### config.mk
export PLATFORM = sky130hd
export DESIGN_NAME = pipe_stage_chain
export DESIGN_NICKNAME = d
export VERILOG_FILES = /design/src/rtl/pipe_stage_chain.sv
export SDC_FILE = /design/constraint.sdc
export NUM_CORES = 1
export LEC_CHECK = 0
export CAP_MARGIN = 30
export CORE_ASPECT_RATIO = 0.7
export CORE_MARGIN = 8
export CORE_UTILIZATION = 47
export DETAILED_ROUTE_END_ITERATION = 10
export DONT_BUFFER_PORTS = 1
export PLACE_DENSITY = 0.7
export SLEW_MARGIN = 30
export SYNTH_ARGS = -nofsm -noshare
export SYNTH_HDL_FRONTEND = slang
export SYNTH_SLANG_ARGS = --single-unit
### constraint.sdc
create_clock -name clk -period 3.8 [get_ports clk]
set_input_delay 0.95 -clock clk [delete_from_list [all_inputs] [get_ports clk]]
set_output_delay 0.95 -clock clk [all_outputs]
set_load 0.02 [all_outputs]
### src/rtl/pipe_stage_chain.sv
// Parametrised pipeline register chain: DEPTH stages of valid/ctrl/result/data/dest fields,
// with stall, flush-to-bubble, youngest-wins write-back forwarding and saturating counters.
module pipe_stage_chain #(
  parameter int unsigned DATA_W = 32,
  parameter int unsigned REG_AW = 5,
  parameter int unsigned CTRL_W = 2,
  parameter int unsigned DEPTH  = 1,
  parameter int unsigned CNT_W  = 16
) (
  input  logic              clk,
  input  logic              reset_n,
  input  logic              stall,
  input  logic              flush,
  input  logic              in_valid,
  input  logic [CTRL_W-1:0] in_ctrl,
  input  logic [DATA_W-1:0] in_alu_result,
  input  logic [DATA_W-1:0] in_write_data,
  input  logic [REG_AW-1:0] in_write_reg,
  output logic              out_valid,
  output logic [CTRL_W-1:0] out_ctrl,
  output logic [DATA_W-1:0] out_alu_result,
  output logic [DATA_W-1:0] out_write_data,
  output logic [REG_AW-1:0] out_write_reg,
  input  logic [REG_AW-1:0] fwd_addr,
  output logic              fwd_hit,
  output logic [DATA_W-1:0] fwd_data,
  output logic [CNT_W-1:0]  stall_cnt,
  output logic [CNT_W-1:0]  bubble_cnt
);

  localparam int unsigned Last = DEPTH - 1;

  logic              valid_q [DEPTH];
  logic              valid_d [DEPTH];
  logic [CTRL_W-1:0] ctrl_q  [DEPTH];
  logic [CTRL_W-1:0] ctrl_d  [DEPTH];
  logic [DATA_W-1:0] alu_q   [DEPTH];
  logic [DATA_W-1:0] alu_d   [DEPTH];
  logic [DATA_W-1:0] wdata_q [DEPTH];
  logic [DATA_W-1:0] wdata_d [DEPTH];
  logic [REG_AW-1:0] wreg_q  [DEPTH];
  logic [REG_AW-1:0] wreg_d  [DEPTH];

  logic [CNT_W-1:0] stall_cnt_q, stall_cnt_d;
  logic [CNT_W-1:0] bubble_cnt_q, bubble_cnt_d;

  always_comb begin
    for (int k = 0; k < DEPTH; k++) begin
      valid_d[k] = valid_q[k];
      ctrl_d[k]  = ctrl_q[k];
      alu_d[k]   = alu_q[k];
      wdata_d[k] = wdata_q[k];
      wreg_d[k]  = wreg_q[k];
    end
    if (flush) begin
      // Bubbles keep their stale data fields; only valid and ctrl are cleared.
      for (int k = 0; k < DEPTH; k++) begin
        valid_d[k] = 1'b0;
        ctrl_d[k]  = '0;
      end
    end else if (!stall) begin
      valid_d[0] = in_valid;
      ctrl_d[0]  = in_valid ? in_ctrl : '0;
      alu_d[0]   = in_alu_result;
      wdata_d[0] = in_write_data;
      wreg_d[0]  = in_write_reg;
      for (int k = 1; k < DEPTH; k++) begin
        valid_d[k] = valid_q[k-1];
        ctrl_d[k]  = ctrl_q[k-1];
        alu_d[k]   = alu_q[k-1];
        wdata_d[k] = wdata_q[k-1];
        wreg_d[k]  = wreg_q[k-1];
      end
    end
  end

  always_comb begin
    stall_cnt_d  = stall_cnt_q;
    bubble_cnt_d = bubble_cnt_q;
    if (stall && !flush && (stall_cnt_q != '1)) begin
      stall_cnt_d = stall_cnt_q + 1'b1;
    end
    if (!valid_d[Last] && (bubble_cnt_q != '1)) begin
      bubble_cnt_d = bubble_cnt_q + 1'b1;
    end
  end

  always_ff @(posedge clk or negedge reset_n) begin
    if (!reset_n) begin
      for (int k = 0; k < DEPTH; k++) begin
        valid_q[k] <= 1'b0;
        ctrl_q[k]  <= '0;
        alu_q[k]   <= '0;
        wdata_q[k] <= '0;
        wreg_q[k]  <= '0;
      end
      stall_cnt_q  <= '0;
      bubble_cnt_q <= '0;
    end else begin
      for (int k = 0; k < DEPTH; k++) begin
        valid_q[k] <= valid_d[k];
        ctrl_q[k]  <= ctrl_d[k];
        alu_q[k]   <= alu_d[k];
        wdata_q[k] <= wdata_d[k];
        wreg_q[k]  <= wreg_d[k];
      end
      stall_cnt_q  <= stall_cnt_d;
      bubble_cnt_q <= bubble_cnt_d;
    end
  end

  // Scan oldest to youngest so the youngest matching stage is the last assignment.
  always_comb begin
    fwd_hit  = 1'b0;
    fwd_data = '0;
    for (int k = int'(DEPTH) - 1; k >= 0; k--) begin
      if (valid_q[k] && ctrl_q[k][0] && (wreg_q[k] == fwd_addr) && (fwd_addr != '0)) begin
        fwd_hit  = 1'b1;
        fwd_data = alu_q[k];
      end
    end
  end

  assign out_valid      = valid_q[Last];
  assign out_ctrl       = ctrl_q[Last];
  assign out_alu_result = alu_q[Last];
  assign out_write_data = wdata_q[Last];
  assign out_write_reg  = wreg_q[Last];
  assign stall_cnt      = stall_cnt_q;
  assign bubble_cnt     = bubble_cnt_q;

endmodule

==> impl_results.md <==
- Outcome: completed
- Critical Path AT: 2.05 ns
- First-pass GRT wire length: 17,000 um
- Worst setup startpoint: fwd_addr[0]
- Period Utilization, post-route: 0.789
- Register-to-Register Path Depth: 5
- CP max FO: 33
- R2R Setup Slk: 1.80 ns
- Post-synth cell types: 34
- Met2 wire len: 5270 um
- # setup viols final: 0
- Mapped Cells: 350
- Peak supply drop: 0.000299 V
- Actual slew at the worst max-slew pin: 0.567 ns
- Clock root buffer master: clkbuf_16
- Slew Viols, Final: 0
- Core footprint: 9610 um^2
- Hpwl dp: 8190 um
- Final Hold Viols: 0
- Htree depth: 3
- Vias per Instance: 5.58
- Sink Count: 104
- Final Total Pwr: 3.13 mW
- Initial DRC count: 118
- FFs w/ async S/R, synth: 1.00
- Initial Utilization: 0.477
- I/O pin total: 218
- Fill cell count: 796
- Global route total overflow: 0
- Worst-Skew Late Latency: 0.33 ns
- Largest net degree at the start of global routing: 105
- Worst Setup Path Type: in -> out
- GRT Util Overall: 0.160
- Layout area overhead: 10.5%
- Iteration count of the initial detailed-routing pass: 4
- Rows: 30
- Syn avg cell area: 13.1 um^2
- # nets final: 434
- Post-Syn Area: 4590 um^2
- Die width: 134 um
- WL/cell: 22.2 um
- Synth area leaders: dfrtp_1 57%, mux2_2 18%, and2_1 4.9%, xor2_1 4.6%, nor4_4 1.4%
- Seq cells post-synth: 104
- Layout cells sized above 1: 0.287
- Metal3 WL: 1130 um
- CP Data Required Time: 2.85 ns
- Post-CTS Setup Inserts: 0
- Leak: 2.20 nW
- Number of I/O port buffers: 0
- FMAX: 0.333 GHz
- CTS Buf Count: 9
- Syn nets: 433
- Most frequent cell after synthesis: dfrtp_1
- Vias: 2,701
- Worst Hold Class: in -> async
- Tmin final: 3.00 ns
- Final WL: 10,700 um
- Register area share after synthesis: 0.568
- # DRC: 0
- Max Root-Sink Buffers: 2
- GP Congestion: 0.744
- Skew final: 0.00392 ns
- Power Density: 617 nW/um^2
- RR Startpoint: bubble_cnt[1]
- Largest area contributor in the netlist: dfrtp_1
- # diodes: 0
- Setup TNS: 0 ns
- CTS tree: yes
- Die ar.: 13,200 um^2
- Synth top area share: 0.568
- Post-synth EDFFs: 0
- Die height: 98.6 um
- Metal-1 WL: 4250 um
- Cells after DPL: 468
- Clock Pin Slew Worst Setup and Hold Paths: 0.07 ns
- FF-to-FF End: bubble_cnt[1]
- Initial antenna violation count: 0
- Commonest cells post-synth: 104 x dfrtp_1, 73 x mux2_2, 36 x and2_1, 24 x xor2_1, 12 x nor2_1
- Worst setup EP type: primary output
- Synth Flop Type: dfrtp_1
- Hold_buf cts: 0
- Number of global-route vias before repair: 2,842
- Final Instance Count excl. Fillers: 484
- RSZ-0062 raised after global routing: false
- Max cap viols: 0
- Top Layer Used: met4
- Synthesis Warnings: 0
- Crit path to: fwd_data[15]
- Routed Antenna Nets: 0
- Slew headroom: 0.619
- Startpoint types: input port
- Post-CTS Resized: 0
[stage by stage]
step	setup slack, ns	util	area (um^2)	hold WS [ns]
after global placement	0.832	0.491	4720	0.644
after detailed placement	0.796	0.491	4720	0.648
after global routing	0.660	0.527	5070	0.283
final	0.801	0.527	5070	0.309
after floorplan	0.608	-	4590	0.596
after CTS	0.795	0.527	5070	0.292
[cell usage in the layout (no fill, tap or decap), types with 6 or more instances in the layout]
cell type,Yosys,layout
dfrtp_1,104,104
mux2_2,73,73
and2_1,36,36
xor2_1,24,24
nor2_1,12,11
nand2_1,11,11
nand3_1,10,10
nor3_1,10,10
clkbuf_16,0,9
nand4_1,7,7
o21ai_0,6,6
[logic make-up (layout without fill, tap and decap cells)]
family	count (synthesis)	count (layout)	share of synthesized area
AND/OR/NAND/NOR	114	114	0.158
flip-flops	104	104	0.568
multiplexers	74	74	0.181
XOR/XNOR	29	29	0.0554
buffers and inverters	14	20	0.0142
AO/OA/AOI/OAI	13	13	0.0177
adder cells (fa/ha/maj)	2	2	0.00546
[power by group]
group	leakage (nW)	switching (mW)	internal, mW	total (mW)
registers	1.27	0.475	1.29	1.77
clock network	0.170	0.386	0.662	1.05
logic	0.767	0.128	0.183	0.310
total	2.20	0.988	2.14	3.13
[area by class of cell]
type                    count  area, um^2  area share
flip-flops and latches    104        2600       0.514
well taps                 128         160      0.0316
clock inverters             5         104      0.0205
clock buffers              11         243      0.0479
inverters                   1        3.75    0.000741
multi-input cells         232        1930       0.381
repair buffers              3        22.5     0.00445
[worst min-delay path by stage]
stage	slack (ns)	to	start	cells after the start
2_1_floorplan	0.60	bubble_cnt[15]	bubble_cnt[15]	1
3_3_place_gp	0.64	bubble_cnt[11]	bubble_cnt[11]	1
3_5_place_dp	0.65	bubble_cnt[11]	bubble_cnt[11]	1
4_1_cts	0.29	bubble_cnt[1]	reset_n	0
5_1_grt	0.28	bubble_cnt[1]	reset_n	0
6_report	0.31	bubble_cnt[1]	reset_n	0
[per-layer routing]
layer,track usage,up-vias
met1,0.188,1330
li1,-,1242
met2,0.263,120
met5,0,-
met3,0.0681,9
met4,0.0413,0
[worst max-delay path, stage by stage]
cell	delay, ns
xnor2_1	0.12
o2111ai_1	0.14
nor3b_2	0.20
buf_4	0.31
and2_1	0.32
Power figures use the tool's default switching activity.
==> edit 1: new RTL, same flow settings <==
Reset style: synchronous (`reset_n`), changed in one clocked block.
--- a/src/rtl/pipe_stage_chain.sv
+++ b/src/rtl/pipe_stage_chain.sv
@@ -86,5 +86,5 @@
   end
 
-  always_ff @(posedge clk or negedge reset_n) begin
+  always_ff @(posedge clk) begin
     if (!reset_n) begin
       for (int k = 0; k < DEPTH; k++) begin
Function: differs if reset_n is asserted again (counterexample within 4 cycles, from zero or initial values and one cycle with reset_n low); with reset_n held inactive, the same outputs for 10 cycles.
==> edit 1 against the original RTL <==
Via count up 46%; final area decreased by 3.6%; wire length up 16%; setup slack improved by 19 ps; global-route usage is 2.0 points higher; sequential cell count did not move; area after synthesis is 1.1% lower.
Power is not compared: it rests on default switching activity, and its combinational part moved more than twofold at a synthesized area within 25%.
==> edit 1: results (changes against the original RTL) <==
met3 wire len=1.26 mm (+11%); Post-Synth Adder-Cell Area=0.00552 (+0.0000617); FF-to-FF setup slack=1660 ps (-140 ps); status=complete, no violations; vias in the first global route=3592 (+26%); clock buffers=10 (-1); Seq/Total Area, Yosys=0.459 (-0.108); Routability Congestion=0.825 (+11%); Initial DRC Count=212 (+80%); inverters=7 (+6); asr flop ratio synth=0 (-1.00); post-synthesis xor/xnor area fraction=0.00773 (-0.0477); Slew headroom=0.440 (-0.178); layout cells sized above 1=0.0565 (-0.230); M2 GR Usage=0.304 (+0.0408); fillers=906 (+14%); hold_ws=560 ps (+251 ps); Worst R2R End=bubble_cnt[1]$_SDFFE_PN0P_; reg2reg start=bubble_cnt[8]$_SDFFE_PN0P_; Buffers excl. clock=5 (+2); Post-synth top cells=nand2_1 (163), dfxtp_1 (104), a21oi_1 (85); area of the multi-input gates=2290 sq um (+18%); vias per cell=5.81 (+4.0%); buffering overhead=0.00769 (+0.00324); CP endpoint=fwd_data[31]; Clock-cell share=0.0589 (-0.00947)
-- edit 1: changes by cell type in the layout (fill, tap and decap cells not counted), moves of 8 or more --
| cell | delta |
|---|---|
| o31ai_1 | +8 |
| dfxtp_1 | +104 |
| dfrtp_1 | -104 |
| or4_1 | +8 |
| a21oi_1 | +83 |
| nand2b_1 | +11 |
| xor2_1 | -24 |
| mux2i_1 | +8 |
| mux2_2 | -73 |
| nand2_1 | +152 |
-- edit 1: kinds of logic (layout without fill, tap and decap cells) --
| kind of cell | Yosys count | after routing |
|---|---|---|
| xor+xnor | 4 | 4 |
| simple gates | 274 | 274 |
| buf+inv | 45 | 27 |
| flops | 104 | 104 |
| fa+ha+maj | 2 | 2 |
| mux | 10 | 10 |
| compound gates | 128 | 128 |
-- edit 1: per-stage QoR --
step	instances	util
final	677	0.512
after global routing	677	0.512
after CTS	677	0.511
after detailed placement	662	0.481
after global placement	662	0.480
after floorplan	567	-
==> edit 2: new RTL, config.mk and constraints unchanged <==
Made on the original files. `REG_AW`: 5 -> 6.
--- a/src/rtl/pipe_stage_chain.sv
+++ b/src/rtl/pipe_stage_chain.sv
@@ -3,5 +3,5 @@
 module pipe_stage_chain #(
   parameter int unsigned DATA_W = 32,
-  parameter int unsigned REG_AW = 5,
+  parameter int unsigned REG_AW = 6,
   parameter int unsigned CTRL_W = 2,
   parameter int unsigned DEPTH  = 1,
Interface: changed (resized fwd_addr, in_write_reg and out_write_reg); port bits go from 218 to 221. No check against the original RTL was run, so the function may have changed too.
==> edit 2 against the original RTL <==
Count of clock-buffer cells in the layout up 1; final area down 1.1%; sequential cell count up 1; area after synthesis grew 0.27%; synthesized cell count increased by 2.0%; wire length rose by 1.8%; setup slack got worse by 250 ps; total power is 4.9% lower.
==> edit 2: results (changes against the original RTL) <==
top cells by area, synth=dfrtp_1 (57%), mux2_2 (18%), and2_1 (4.9%); FF-to-FF setup slack=1690 ps (-110 ps); CP max-delay cell=or4_1; Register Area=2630 sq um (+0.96%); Synth Warn #=0 (unchanged); CP delay by family, top=simple AND/OR/NAND/NOR gates; fillers=833 (+4.6%); post-DP HPWL=8.35 mm (+2.0%); fin worst setup slack=553 ps (-248 ps); Post-synth top cells=dfrtp_1 (105), mux2_2 (73), and2_1 (36); multi-input logic cell count=234 (+0.86%); via count=2796 (+3.5%); Worst path max stage delay=520 ps (+200 ps); Placed Instance Area=4730 sq um (+0.13%); first-pass GRT wire length=17.1 mm (+0.65%); Nets=442 (+1.8%); drt wl/cell=22.3 microns (+0.54%); Max rail drop VDD=0.364 mV (+22%); worst slew pin tran=907 ps (+340 ps); area of the multi-input gates=1900 sq um (-1.4%); Yosys reg bits=105 (+0.96%); H-tree depth=3 (unchanged); Seq/Total Area, Yosys=0.571 (+0.00390); inverters=5 (+4); Routability Congestion=0.788 (+5.8%); max-slew violations=0 (unchanged); post-route design area=5010 sq um (-1.1%); clock buffer depth=2 (unchanged); synth-to-layout area growth=8.93%; status=complete, no violations; pwr/cell area=593 nW/um^2 (-3.8%); WP data arrival=2300 ps (+250 ps); final std cells w/o fill=490 (+1.2%); buffering overhead=0.00300 (-0.00145); clock buffers=12 (+1); vias in the first global route=2864 (+0.77%); Comb. pwr=327 uW (+5%); Setup Skew=4.02 ps (+0.0931 ps); Initial DRC Count=153 (+30%); Post-Place Cells=474 (+1.3%); Clock-cell share=0.0565 (-0.0120); Distinct cells, synth=39 (+15%); Placement Setup Slack=525 ps (-270 ps); crit-path max FO=33 (unchanged); layout cells sized above 1=0.273 (-0.0130); global-route usage over all layers=0.161 (+0.00181); hold_ws=306 ps (-2.92 ps); Worst-Skew Late Latency=330 ps (about the same); pin count of the biggest net entering global routing=106 (+0.95%); Buffers excl. clock=2 (-1); Clk network pwr share=0.290 (-0.045); first-pass detailed-route iteration total=4 (unchanged); Sw Ratio=0.335 (+0.0186); Cells after Synth=357 (+2.0%); Leakage=0.00215 uW (-2.3%); Setup Fix Bufs, Post-CTS=0 (unchanged)
edit 2: cell types whose count changed in the layout (fill, tap and decap cells not counted), sizes merged, moves of 2 or more:
| cell | before | now |
|---|---|---|
| nor3 | 10 | 13 |
| nor3b | 6 | 4 |
| inv | 1 | 6 |
| nor2 | 14 | 11 |
| nor4 | 8 | 6 |
| a21oi | 2 | 7 |
| xor2 | 24 | 19 |
| a31oi | 0 | 2 |
| xnor2 | 5 | 8 |
| nand3 | 10 | 6 |
| bufinv | 3 | 0 |
edit 2: kinds of logic after synthesis:
| family | Yosys count | share of synthesized area |
|---|---|---|
| and+or+nand+nor | 109 | 0.141 |
| DFF | 105 | 0.571 |
| muxes | 75 | 0.184 |
| xor gates and xnor gates | 27 | 0.0514 |
| AOI/OAI and AO/OA | 21 | 0.0278 |
| buffers and inverters | 18 | 0.0188 |
| adders and majority gates | 2 | 0.00544 |
edit 2: path summary, 6_finish.rpt:
kind,from,endpoint,depth (start not counted)
worst min register to register,stall_cnt[15]$_DFFE_PN0P_,stall_cnt[15]$_DFFE_PN0P_,1
worst max register to register,stall_cnt[1]$_DFFE_PN0P_,stall_cnt[9]$_DFFE_PN0P_,5
max in group asynchronous,reset_n,out_alu_result[13]$_DFFE_PN0P_,0
worst max-delay path,fwd_addr[1],fwd_data[12],5
worst min-delay path,reset_n,bubble_cnt[0]$_DFFE_PN0P_,0
min in group clk,stall_cnt[15]$_DFFE_PN0P_,stall_cnt[15]$_DFFE_PN0P_,1
edit 2: per-layer routing:
metal,track usage,part of all wire,vias to the layer above
met2,0.259,0.49,149
met4,0.0310,0.0040,0
met3,0.0833,0.13,4
met1,0.190,0.38,1388
li1,-,-,1255
met5,0,0,-
